**src/rtl/riscv_pkg.sv**
```systemverilog
`default_nettype none
// ============================================================================
// Module      : riscv_pkg
// Description : Shared constants and types for the instruction fetch stage.
// Revision    : 1.0 - initial release
// ============================================================================
package riscv_pkg;

    localparam logic [31:0] NOP_INST  = 32'h0000_0013;

    localparam logic [6:0]  OP_R      = 7'b0110011;
    localparam logic [6:0]  OP_I      = 7'b0010011;
    localparam logic [6:0]  OP_LUI    = 7'b0110111;
    localparam logic [6:0]  OP_SYSTEM = 7'b1110011;

    typedef enum logic [1:0] {
        IDLE      = 2'd0,
        BUSY      = 2'd1,
        BUSY_KILL = 2'd2
    } fetch_state_t;

endpackage
`default_nettype wire

```
**src/rtl/fetch_queue.sv**
```systemverilog
`default_nettype none
// ============================================================================
// Module      : fetch_queue
// Description : Two-entry {inst, pc} FIFO; slot 0 is always the head entry.
// Revision    : 1.0 - initial release
// ============================================================================
module fetch_queue
    import riscv_pkg::*;
#(
    parameter int ADDR_W = 12
) (
    input  logic              clk,
    input  logic              reset,
    input  logic              push_i,
    input  logic [31:0]       push_inst_i,
    input  logic [ADDR_W-1:0] push_pc_i,
    input  logic              pop_i,
    input  logic              flush_i,
    output logic [1:0]        occ_o,
    output logic              head_valid_o,
    output logic [31:0]       head_inst_o,
    output logic [ADDR_W-1:0] head_pc_o
);

    logic [31:0]       inst0_q, inst0_d;
    logic [31:0]       inst1_q, inst1_d;
    logic [ADDR_W-1:0] pc0_q, pc0_d;
    logic [ADDR_W-1:0] pc1_q, pc1_d;
    logic [1:0]        occ_q, occ_d;
    logic              pop_w;
    logic [1:0]        occ_after_pop_w;

    assign pop_w           = pop_i && (occ_q != 2'd0);
    assign occ_after_pop_w = occ_q - {1'b0, pop_w};

    always_comb begin
        inst0_d = inst0_q;
        inst1_d = inst1_q;
        pc0_d   = pc0_q;
        pc1_d   = pc1_q;
        occ_d   = occ_q;
        if (flush_i) begin
            inst0_d = NOP_INST;
            pc0_d   = '0;
            occ_d   = 2'd0;
        end else begin
            // An emptied head reverts to NOP so the decoded fields stay benign.
            if (pop_w) begin
                if (occ_q == 2'd2) begin
                    inst0_d = inst1_q;
                    pc0_d   = pc1_q;
                end else begin
                    inst0_d = NOP_INST;
                    pc0_d   = '0;
                end
            end
            if (push_i) begin
                if (occ_after_pop_w == 2'd0) begin
                    inst0_d = push_inst_i;
                    pc0_d   = push_pc_i;
                end else begin
                    inst1_d = push_inst_i;
                    pc1_d   = push_pc_i;
                end
            end
            occ_d = occ_after_pop_w + {1'b0, push_i};
        end
    end

    always_ff @(posedge clk or posedge reset) begin
        if (reset) begin
            inst0_q <= NOP_INST;
            inst1_q <= NOP_INST;
            pc0_q   <= '0;
            pc1_q   <= '0;
            occ_q   <= 2'd0;
        end else begin
            inst0_q <= inst0_d;
            inst1_q <= inst1_d;
            pc0_q   <= pc0_d;
            pc1_q   <= pc1_d;
            occ_q   <= occ_d;
        end
    end

    assign occ_o        = occ_q;
    assign head_valid_o = (occ_q != 2'd0);
    assign head_inst_o  = inst0_q;
    assign head_pc_o    = pc0_q;

`ifndef SYNTHESIS
    a_no_push_when_full: assert property (@(posedge clk) disable iff (reset)
        !(push_i && !flush_i && !pop_w && (occ_q == 2'd2)));
`endif

endmodule
`default_nettype wire

```
**src/rtl/fetch_stage.sv**
```systemverilog
`default_nettype none
// ============================================================================
// Module      : fetch_stage
// Description : Single-outstanding instruction fetch with 2-entry buffer,
//               stall and redirect/flush. FETCH_STATS_EN enables counters.
// Revision    : 1.0 - initial release
// ============================================================================
module fetch_stage
    import riscv_pkg::*;
#(
    parameter int                ADDR_W   = 12,
    parameter logic [ADDR_W-1:0] RESET_PC = '0
) (
    input  logic              clk,
    input  logic              reset,
    output logic              imem_req,
    output logic [ADDR_W-1:0] imem_addr,
    input  logic              imem_ack,
    input  logic [31:0]       imem_rdata,
    input  logic              stall,
    input  logic              redirect_valid,
    input  logic [ADDR_W-1:0] redirect_pc,
    output logic              inst_valid,
    output logic [31:0]       inst,
    output logic [ADDR_W-1:0] inst_pc,
    output logic [6:0]        opcode,
    output logic [2:0]        funct3,
    output logic [6:0]        funct7,
    output logic [11:0]       csr,
    output logic [4:0]        rd,
    output logic [4:0]        rs1,
    output logic [4:0]        rs2,
    output logic [31:0]       stat_fetched,
    output logic [31:0]       stat_stall
);

    fetch_state_t      state_q;
    logic [ADDR_W-1:0] pc_q;
    logic [ADDR_W-1:0] addr_q;
    logic              req_q;

    logic [1:0]        occ_w;
    logic [1:0]        occ_proj_w;
    logic              pop_w;
    logic              push_w;
    logic [ADDR_W-1:0] pc_inc_w;

    assign pop_w      = inst_valid && !stall;
    assign occ_proj_w = occ_w - {1'b0, pop_w};
    assign push_w     = (state_q == BUSY) && imem_ack && !redirect_valid;
    assign pc_inc_w   = pc_q + ADDR_W'(1);

    always_ff @(posedge clk or posedge reset) begin
        if (reset) begin
            state_q <= IDLE;
            pc_q    <= RESET_PC;
            addr_q  <= RESET_PC;
            req_q   <= 1'b0;
        end else begin
            case (state_q)
                IDLE: begin
                    if (redirect_valid) begin
                        pc_q <= redirect_pc;
                    end else if (occ_proj_w <= 2'd1) begin
                        state_q <= BUSY;
                        req_q   <= 1'b1;
                        addr_q  <= pc_q;
                    end
                end
                BUSY: begin
                    if (redirect_valid) begin
                        pc_q <= redirect_pc;
                        if (imem_ack) begin
                            state_q <= IDLE;
                            req_q   <= 1'b0;
                        end else begin
                            state_q <= BUSY_KILL;
                        end
                    end else if (imem_ack) begin
                        pc_q <= pc_inc_w;
                        // Chain the next request only if the push still leaves a free slot.
                        if (occ_proj_w == 2'd0) begin
                            addr_q <= pc_inc_w;
                        end else begin
                            state_q <= IDLE;
                            req_q   <= 1'b0;
                        end
                    end
                end
                BUSY_KILL: begin
                    if (redirect_valid) begin
                        pc_q <= redirect_pc;
                    end
                    if (imem_ack) begin
                        state_q <= IDLE;
                        req_q   <= 1'b0;
                    end
                end
                default: begin
                    state_q <= IDLE;
                    req_q   <= 1'b0;
                end
            endcase
        end
    end

    assign imem_req  = req_q;
    assign imem_addr = addr_q;

    fetch_queue #(
        .ADDR_W (ADDR_W)
    ) u_queue (
        .clk          (clk),
        .reset        (reset),
        .push_i       (push_w),
        .push_inst_i  (imem_rdata),
        .push_pc_i    (addr_q),
        .pop_i        (pop_w),
        .flush_i      (redirect_valid),
        .occ_o        (occ_w),
        .head_valid_o (inst_valid),
        .head_inst_o  (inst),
        .head_pc_o    (inst_pc)
    );

    assign opcode = inst[6:0];
    assign rd     = inst[11:7];
    assign funct3 = inst[14:12];
    assign rs1    = inst[19:15];
    assign rs2    = inst[24:20];
    assign funct7 = inst[31:25];
    assign csr    = inst[31:20];

`ifdef FETCH_STATS_EN
    logic [31:0] stat_fetched_q;
    logic [31:0] stat_stall_q;

    always_ff @(posedge clk or posedge reset) begin
        if (reset) begin
            stat_fetched_q <= '0;
            stat_stall_q   <= '0;
        end else begin
            if (push_w) begin
                stat_fetched_q <= stat_fetched_q + 32'd1;
            end
            if (inst_valid && stall) begin
                stat_stall_q <= stat_stall_q + 32'd1;
            end
        end
    end

    assign stat_fetched = stat_fetched_q;
    assign stat_stall   = stat_stall_q;
`else
    assign stat_fetched = '0;
    assign stat_stall   = '0;
`endif

endmodule
`default_nettype wire

```
**config.mk**
```make
export PLATFORM = sky130hd
export DESIGN_NAME = fetch_stage
export DESIGN_NICKNAME = d
export VERILOG_FILES = /design/src/rtl/riscv_pkg.sv /design/src/rtl/fetch_queue.sv /design/src/rtl/fetch_stage.sv
export SDC_FILE = /design/constraint.sdc
export NUM_CORES = 1
export LEC_CHECK = 0
export CORE_MARGIN = 4
export CORE_UTILIZATION = 42
export CTS_CLUSTER_DIAMETER = 200
export DETAILED_ROUTE_END_ITERATION = 10
export HOLD_SLACK_MARGIN = 0.05
export PLACE_DENSITY = 0.78
export SKIP_LAST_GASP = 1
export SYNTH_ARGS = -nofsm -noshare
export SYNTH_HDL_FRONTEND = slang
export SYNTH_SLANG_ARGS = --single-unit
```
**constraint.sdc**
```tcl
create_clock -name clk -period 3.6 [get_ports clk]
set_input_delay 0.54 -clock clk [delete_from_list [all_inputs] [get_ports clk]]
set_output_delay 0.54 -clock clk [all_outputs]
set_load 0.005 [all_outputs]
```
Word-level counts from Yosys, hierarchy flattened
Cells that the tools add are included.
{"block": "totals", "register_bits": 117, "wordCells": 82, "input_bits": 49}
{"block": "op_classes", "n_mux": 36, "eq_ne": 12, "reduce_logical": 18, "order_cmp": 1, "addsub": 4, "n_bitwise": 2}
{"cell": "32-bit two-way mux", "n": 5}
{"cell": "12-bit two-way mux", "n": 13}
{"cell": "12-bit one-hot mux with 2 select lines", "n": 2}
{"cell": "2-bit two-way mux", "n": 8}
{"cell": "12-bit by 1-bit adder with 12-bit output, second input constant", "n": 1}
{"cell": "2-bit != test, second input constant", "n": 5}
{"cell": "2-bit zero test", "n": 3}
{"cell": "1-bit two-way mux", "n": 6}
{"cell": "3-bit != test, second input constant", "n": 2}
{"cell": "2-bit one-hot mux with 3 select lines", "n": 1}
{"cell": "3-bit AND reduction", "n": 2}
{"cell": "6-bit AND reduction", "n": 1}
{"cell": "2-bit nonzero test", "n": 3}
{"cell": "5-bit AND reduction", "n": 1}
{"cell": "2-bit equality test, second input constant", "n": 2}
{"cell": "1-bit logical AND", "n": 4}
{"cell": "2-bit by 1-bit != test with 1-bit output, second input constant", "n": 2}
{"cell": "4-bit AND reduction", "n": 1}
{"cell": "2-bit by 1-bit subtractor with 2-bit output", "n": 2}
{"cell": "1-bit one-hot mux with 3 select lines", "n": 1}
{"cell": "2-bit by 1-bit adder with 2-bit output", "n": 1}
{"cell": "2-bit by 1-bit equality test with 1-bit output, second input constant", "n": 1}
{"cell": "2-bit by 1-bit less-or-equal comparator with 1-bit output, second input constant", "n": 1}
{"cell": "1-bit zero test", "n": 2}
{"cell": "other kinds (2)", "n": 3}

Logic depth before layout (Yosys ltp)
{"block": "depth", "depth_word": 8, "ltp_mapped": 12, "mapped_depth_nobuf": 8}

Hierarchy
From an unflattened synthesis, not the netlist that was laid out.
{"block": "hier_totals", "hier_cells": 612, "hier_area_um2": 6570.1}
{"mod": "fetch_queue", "seq_area_each_um2": 2259.7, "area_each_um2": 4150.2, "cells_each": 313, "instances": 1}
{"mod": "fetch_stage", "seq_area_each_um2": 675.6, "area_each_um2": 2419.8, "cells_each": 299, "instances": 1}

Worst setup path before layout
OpenSTA, ideal clock, no wires.
{"block": "synth_timing", "path_type": "reg-to-reg", "from": "register u_queue.occ_q[1] (netlist: u_queue.occ_o[1])", "to": "register u_queue.inst1_q[10]", "required_time_ns": 3.475, "period_less_slack_ns": 2.615, "path_stages_with_launch": 11, "setup_ns": 0.125, "t_arrival_ns": 2.490, "setup_slack_ns": 0.985, "path_cell_list": "dfrtp_1 -> or2_2 -> nand2b_1 -> buf_2 -> clkbuf_1 -> inv_1 -> ha_1 -> xnor2_2 -> a21boi_4 -> buf_4 -> mux2_2"}
{"block": "synth_via", "elab_chain_len": 7}
{"item": "from (decl)", "line_no": "fetch_queue.sv:29", "rtl": "logic [1:0] occ_q, occ_d;"}
{"item": "from (signal assigned)", "line_no": "fetch_queue.sv:76", "rtl": "occ_q <= 2'd0;"}
{"item": "from (signal assigned)", "line_no": "fetch_queue.sv:82", "rtl": "occ_q <= occ_d;"}
{"item": "2-bit nonzero test (*)", "line_no": "fetch_queue.sv:87", "rtl": "assign head_valid_o = (occ_q != 2'd0);"}
{"item": "named net inst_valid", "line_no": "fetch_stage.sv:23", "rtl": "output logic inst_valid,"}
{"item": "1-bit logical AND", "line_no": "fetch_stage.sv:48", "rtl": "assign pop_w = inst_valid && !stall;"}
{"item": "1-bit logical AND (*)", "line_no": "fetch_queue.sv:33", "rtl": "assign pop_w = pop_i && (occ_q != 2'd0);"}
{"item": "2-bit by 1-bit subtractor with 2-bit output (*)", "line_no": "fetch_queue.sv:34", "rtl": "assign occ_after_pop_w = occ_q - {1'b0, pop_w};"}
{"item": "2-bit zero test (*)", "line_no": "fetch_queue.sv:58", "rtl": "if (occ_after_pop_w == 2'd0) begin"}
{"item": "1-bit inverter (no source line) (*)"}
{"item": "3-bit AND reduction (no source line) (*)"}
{"item": "to (signal assigned)", "line_no": "fetch_queue.sv:79", "rtl": "inst1_q <= inst1_d;"}
{"item": "to (decl)", "line_no": "fetch_queue.sv:26", "rtl": "logic [31:0] inst1_q, inst1_d;"}
The timed path passes the listed nets; every way through them passes the cells marked *.
A chain may end at the register's enable or synchronous reset.

Final worst setup path
{"block": "layout_timing", "from": "register u_queue.occ_q[1] (netlist: u_queue.occ_o[1])", "to": "register u_queue.inst0_q[6] (netlist: u_queue.head_inst_o[6])"}
{"block": "layout_via", "elab_chain_len": 8}
{"item": "2-bit nonzero test", "line_no": "fetch_queue.sv:33, fetch_queue.sv:87"}
{"item": "1-bit logical AND", "line_no": "fetch_stage.sv:48"}
{"item": "1-bit logical AND", "line_no": "fetch_queue.sv:33"}
{"item": "2-bit by 1-bit subtractor with 2-bit output", "line_no": "fetch_queue.sv:34"}
{"item": "2-bit zero test", "line_no": "fetch_queue.sv:58"}
{"item": "32-bit two-way mux", "line_no": "fetch_queue.sv:58"}
{"item": "32-bit two-way mux (*)", "line_no": "fetch_queue.sv:57", "rtl": "if (push_i) begin"}
{"item": "32-bit two-way mux (*)", "line_no": "fetch_queue.sv:42", "rtl": "if (flush_i) begin"}
{"item": "named net u_queue.inst0_d[6]", "line_no": "fetch_queue.sv:25", "rtl": "logic [31:0] inst0_q, inst0_d;"}
{"item": "to (signal assigned)", "line_no": "fetch_queue.sv:78", "rtl": "inst0_q <= inst0_d;"}
{"item": "to (decl)", "line_no": "fetch_queue.sv:25"}
Marked as above.

==> summary.md <==
By startpoint and endpoint, the worst setup path is classified as flop to flop. For the hold buffer count at CTS, the log shows 0. The power density relative to cell area was 830 nW/um^2. The first global-routing pass estimated 22700 um of wire. After clock tree synthesis, the clock-pin slew on the worst setup and hold paths is 50 ps.

The tools report the total grt overflow as 0. The critical path contains buffers and inverters numbering 2 combined. 215 I/O pins were placed.

The period utilization was 72.5%. Of the total synthesized cell area, the portion taken by XOR and XNOR cells is 1.67%. After filler insertion, the fill cell instance count of the layout stands at 1282.

In this run the mean area of a mapped cell was 10.2 um^2. The run gives 383 MHz as the highest clock rate. Signal routing reaches up to met4. Summing internal, switching and leakage power gives 6620 uW. Clock period minus final worst setup slack: 2610 ps. Setup repair after global routing left no endpoint under its margin.

The multiplexer share of the synthesized area was 8.14%. The logs give 7.18 ps for the setup skew after layout and 0 for the count of max-cap constraint violations. The sum of met3 wire segment lengths after detailed routing is 1140 um, and the number of synthesis warnings is 0. The max-slew violation total from the final report was 0; the async set or reset register ratio after synthesis was 100%. The synthesized netlist devotes 12.3% of its cell area to simple gates. The overall die area is 16800 um^2.

At the worst endpoint, the required time is 3860 ps. The number of nets still failing antenna checks after routing is 0. Number of buffers inserted to repair setup after CTS: 0. The logs give 2870 ps for the arrival time at the worst endpoint and 0.00336 uW for the static leakage.

The mapped netlist covers 6210 um^2. The vertical die dimension was 130 um; the effective utilization at floorplan was 42.7%. STA classifies the critical path startpoint as a flop.

In this design, the largest share of critical-path delay is due to simple AND/OR/NAND/NOR gates. In this run, synthesis inferred 0 flip-flops with an integrated enable. Traced cell by cell, the critical path runs through or2_2, nand2b_2, inv_1, ha_1, xnor2_2, nand3_2, buf_12, nor2_1, nor3_1. The worst-case IR drop observed on VDD is 0.000362 V. Compared with the post-synthesis result, the final layout area differs by 28.4%.

Slowest cell on the critical path: sky130_fd_sc_hd__nand3_2. Type of destination of the critical path: a flop. The number of synthesized register bits was 117; the post-route DRC violation count was 0. The tools report the cell row count as 44. The die is 130 um wide. The worst hold path belongs to the class flop to flop. For the number of global-route vias before repair, the log shows 4400. Counting every sink on the clock net gives 117. The final-report hold violation count is 0. In the final design database the tool counted 754 nets. The number of resized instances in the post-cts repair step is 0, and the worst slew margin relative to its limit is 42.8%.

For the pin with the worst max-slew slack, the measured transition is 859 ps. Port buffering added 150 buffers. TritonCTS built the clock tree. For the maximum clock path buffer count, the log shows 2. The library cell used most frequently in the layout, excluding fill and tap cells, is sky130_fd_sc_hd__clkdlybuf4s50_1.

The complex-gate fraction of the synthesized area was 12.7%; the number of buffers created by CTS was 17. Clock tree synthesis selected as its root buffer the cell sky130_fd_sc_hd__clkbuf_16. Wires add up to 14700 um. The number of H-tree levels is 4, and the average wire length per cell after detail routing is 16.4 um.

After the first detailed-routing iteration, the DRC count stood at 273. Sequential cells were found to cover 47.3% of the synthesized design area. In the layout the commonest cells are sky130_fd_sc_hd__clkdlybuf4s50_1 (149), sky130_fd_sc_hd__dfrtp_1 (111), sky130_fd_sc_hd__conb_1 (64).

For this run, the slowest stage of the critical path takes 500 ps. The congestion estimate from routability-driven global placement came to 0.845. In the final layout, the share of cells above drive strength 1 is 14.3%. The post-synthesis cell count was 607.

The final route contains 4678 vias. For the number of diodes added for antenna fixing, the log shows 0. Across every metal layer, demand over resource in global routing totals 17.2%. The core region is 14500 um^2. Setup total negative slack on the finished layout was measured at 0 ps.

For this block, wires on met1 add up to 6070 um. The HPWL after detailed placement is 9980 um. The tools report the routed length on met2 as 7210 um. The largest family of logic cells by synthesized area was buffers and inverters.

The run finished with clean final reports. The source-to-sink clock delay at the later pin of the worst-skew pair came out at 410 ps. The post-synthesis share of cell area spent on full adders, half adders and majority gates works out to 0.806%.

The number of search-and-repair iterations in the first detailed-routing pass is 5, and the number of different library cells in the post-synthesis netlist is 49. The tools report the final count of negative-setup-slack endpoints as 0. The top flip-flop cell by instance count after synthesis is sky130_fd_sc_hd__dfrtp_1. The maximum fanout encountered on the critical timing path is 24.

After detailed routing, the number of vias per cell comes to 5.22. Entering global routing, the biggest net connects 56 pins. Initial antenna violation count: 0.
[worst paths after layout]
kind / start / end / slack, ps / depth (start not counted)
min in group asynchronous: reset / pc_q[8] / 620 / 2
max in group asynchronous: reset / u_queue.head_inst_o[4] / 2240 / 3
worst max-delay path: u_queue.occ_o[1] / u_queue.head_inst_o[6] / 990 / 9
worst min register to register: u_queue.pc1_q[2] / u_queue.pc1_q[2] / 490 / 1
worst min-delay path: u_queue.pc1_q[2] / u_queue.pc1_q[2] / 490 / 1
worst max register to register: u_queue.occ_o[1] / u_queue.head_inst_o[6] / 990 / 9
[Yosys cell counts (all sizes together), types with 4 or more instances]
library cell,number,area (um^2)
nand3,13,70.1
a31oi,5,31.3
ha,4,50.1
o21ai,11,55.1
xor2,5,43.8
inv,11,41.3
a2bb2oi,4,35.0
xnor2,6,60.1
nand2,17,63.8
mux2,44,495
a21oi,30,154
dfrtp,111,2780
dfstp,6,158
nand3b,4,30.0
or3,4,30.0
clkbuf,22,82.6
a221oi,41,359
o22ai,5,31.3
nor3,45,225
buf,128,936
nor2,61,229
[area by class of cell]
class / count / area, um^2 / area share (%)
Tap cell: 184 / 230 / 2.89
Inverter: 11 / 45.0 / 0.565
Clock buffer: 22 / 474 / 5.94
Sequential cell: 117 / 2940 / 36.8
Clock inverter: 9 / 198 / 2.48
Timing Repair Buffer: 162 / 1640 / 20.5
Multi-Input combinational cell: 392 / 2460 / 30.8
[stage by stage]
step | hold slack (ps) | cell area (um^2) | setup slack (ps) | cells | utilization (%)
6_report | 488 | 7980 | 989 | 897 | 54.9
3_3_place_gp | 475 | 7310 | 799 | 866 | 50.3
4_1_cts | 492 | 7980 | 966 | 897 | 54.9
2_1_floorplan | 459 | 6450 | 985 | 670 | -
5_1_grt | 524 | 7980 | 825 | 897 | 54.9
3_5_place_dp | 480 | 7310 | 710 | 866 | 50.3
[kinds of logic (layout without fill, tap and decap cells)]
group	Yosys count	count (layout)
buffers and inverters	161	204
AND/OR/NAND/NOR	161	161
XOR/XNOR	11	11
other	1	64
adder cells (fa/ha/maj)	4	4
AO/OA/AOI/OAI	107	107
multiplexers	45	45
flip-flops	117	117
[sequential cells by signal, indices dropped and copies added, names as in the netlist]
signal / count
imem_req: 1
u_queue.pc1_q: 12
u_queue.head_inst_o: 32
u_queue.head_pc_o: 12
pc_q: 12
u_queue.occ_o: 2
imem_addr: 12
state_q: 2
u_queue.inst1_q: 32
[power by group]
part	leakage [uW]	total, uW	switching [uW]	internal, uW
sequential	0.00145	2350	490	1860
clock	0.000326	1900	558	1350
combinational	0.00159	2360	1040	1320
total	0.00336	6620	2090	4530
[worst register-to-register path, delay by kind of cell (launching register included)]
| kind | cells | cell delay, ps |
|---|---|---|
| buf+inv | 2 | 410 |
| flops | 1 | 450 |
| simple gates | 5 | 1100 |
| fa+ha+maj | 1 | 200 |
| xor+xnor | 1 | 300 |
[metal layers]
| metal | vias to the layer above | GRT usage, % |
|---|---|---|
| met5 | - | 0 |
| met3 | 24 | 4.33 |
| met1 | 2285 | 21.4 |
| met2 | 203 | 28.8 |
| met4 | 0 | 6.72 |
| li1 | 2166 | - |
(Power assumes the default switching activity.)
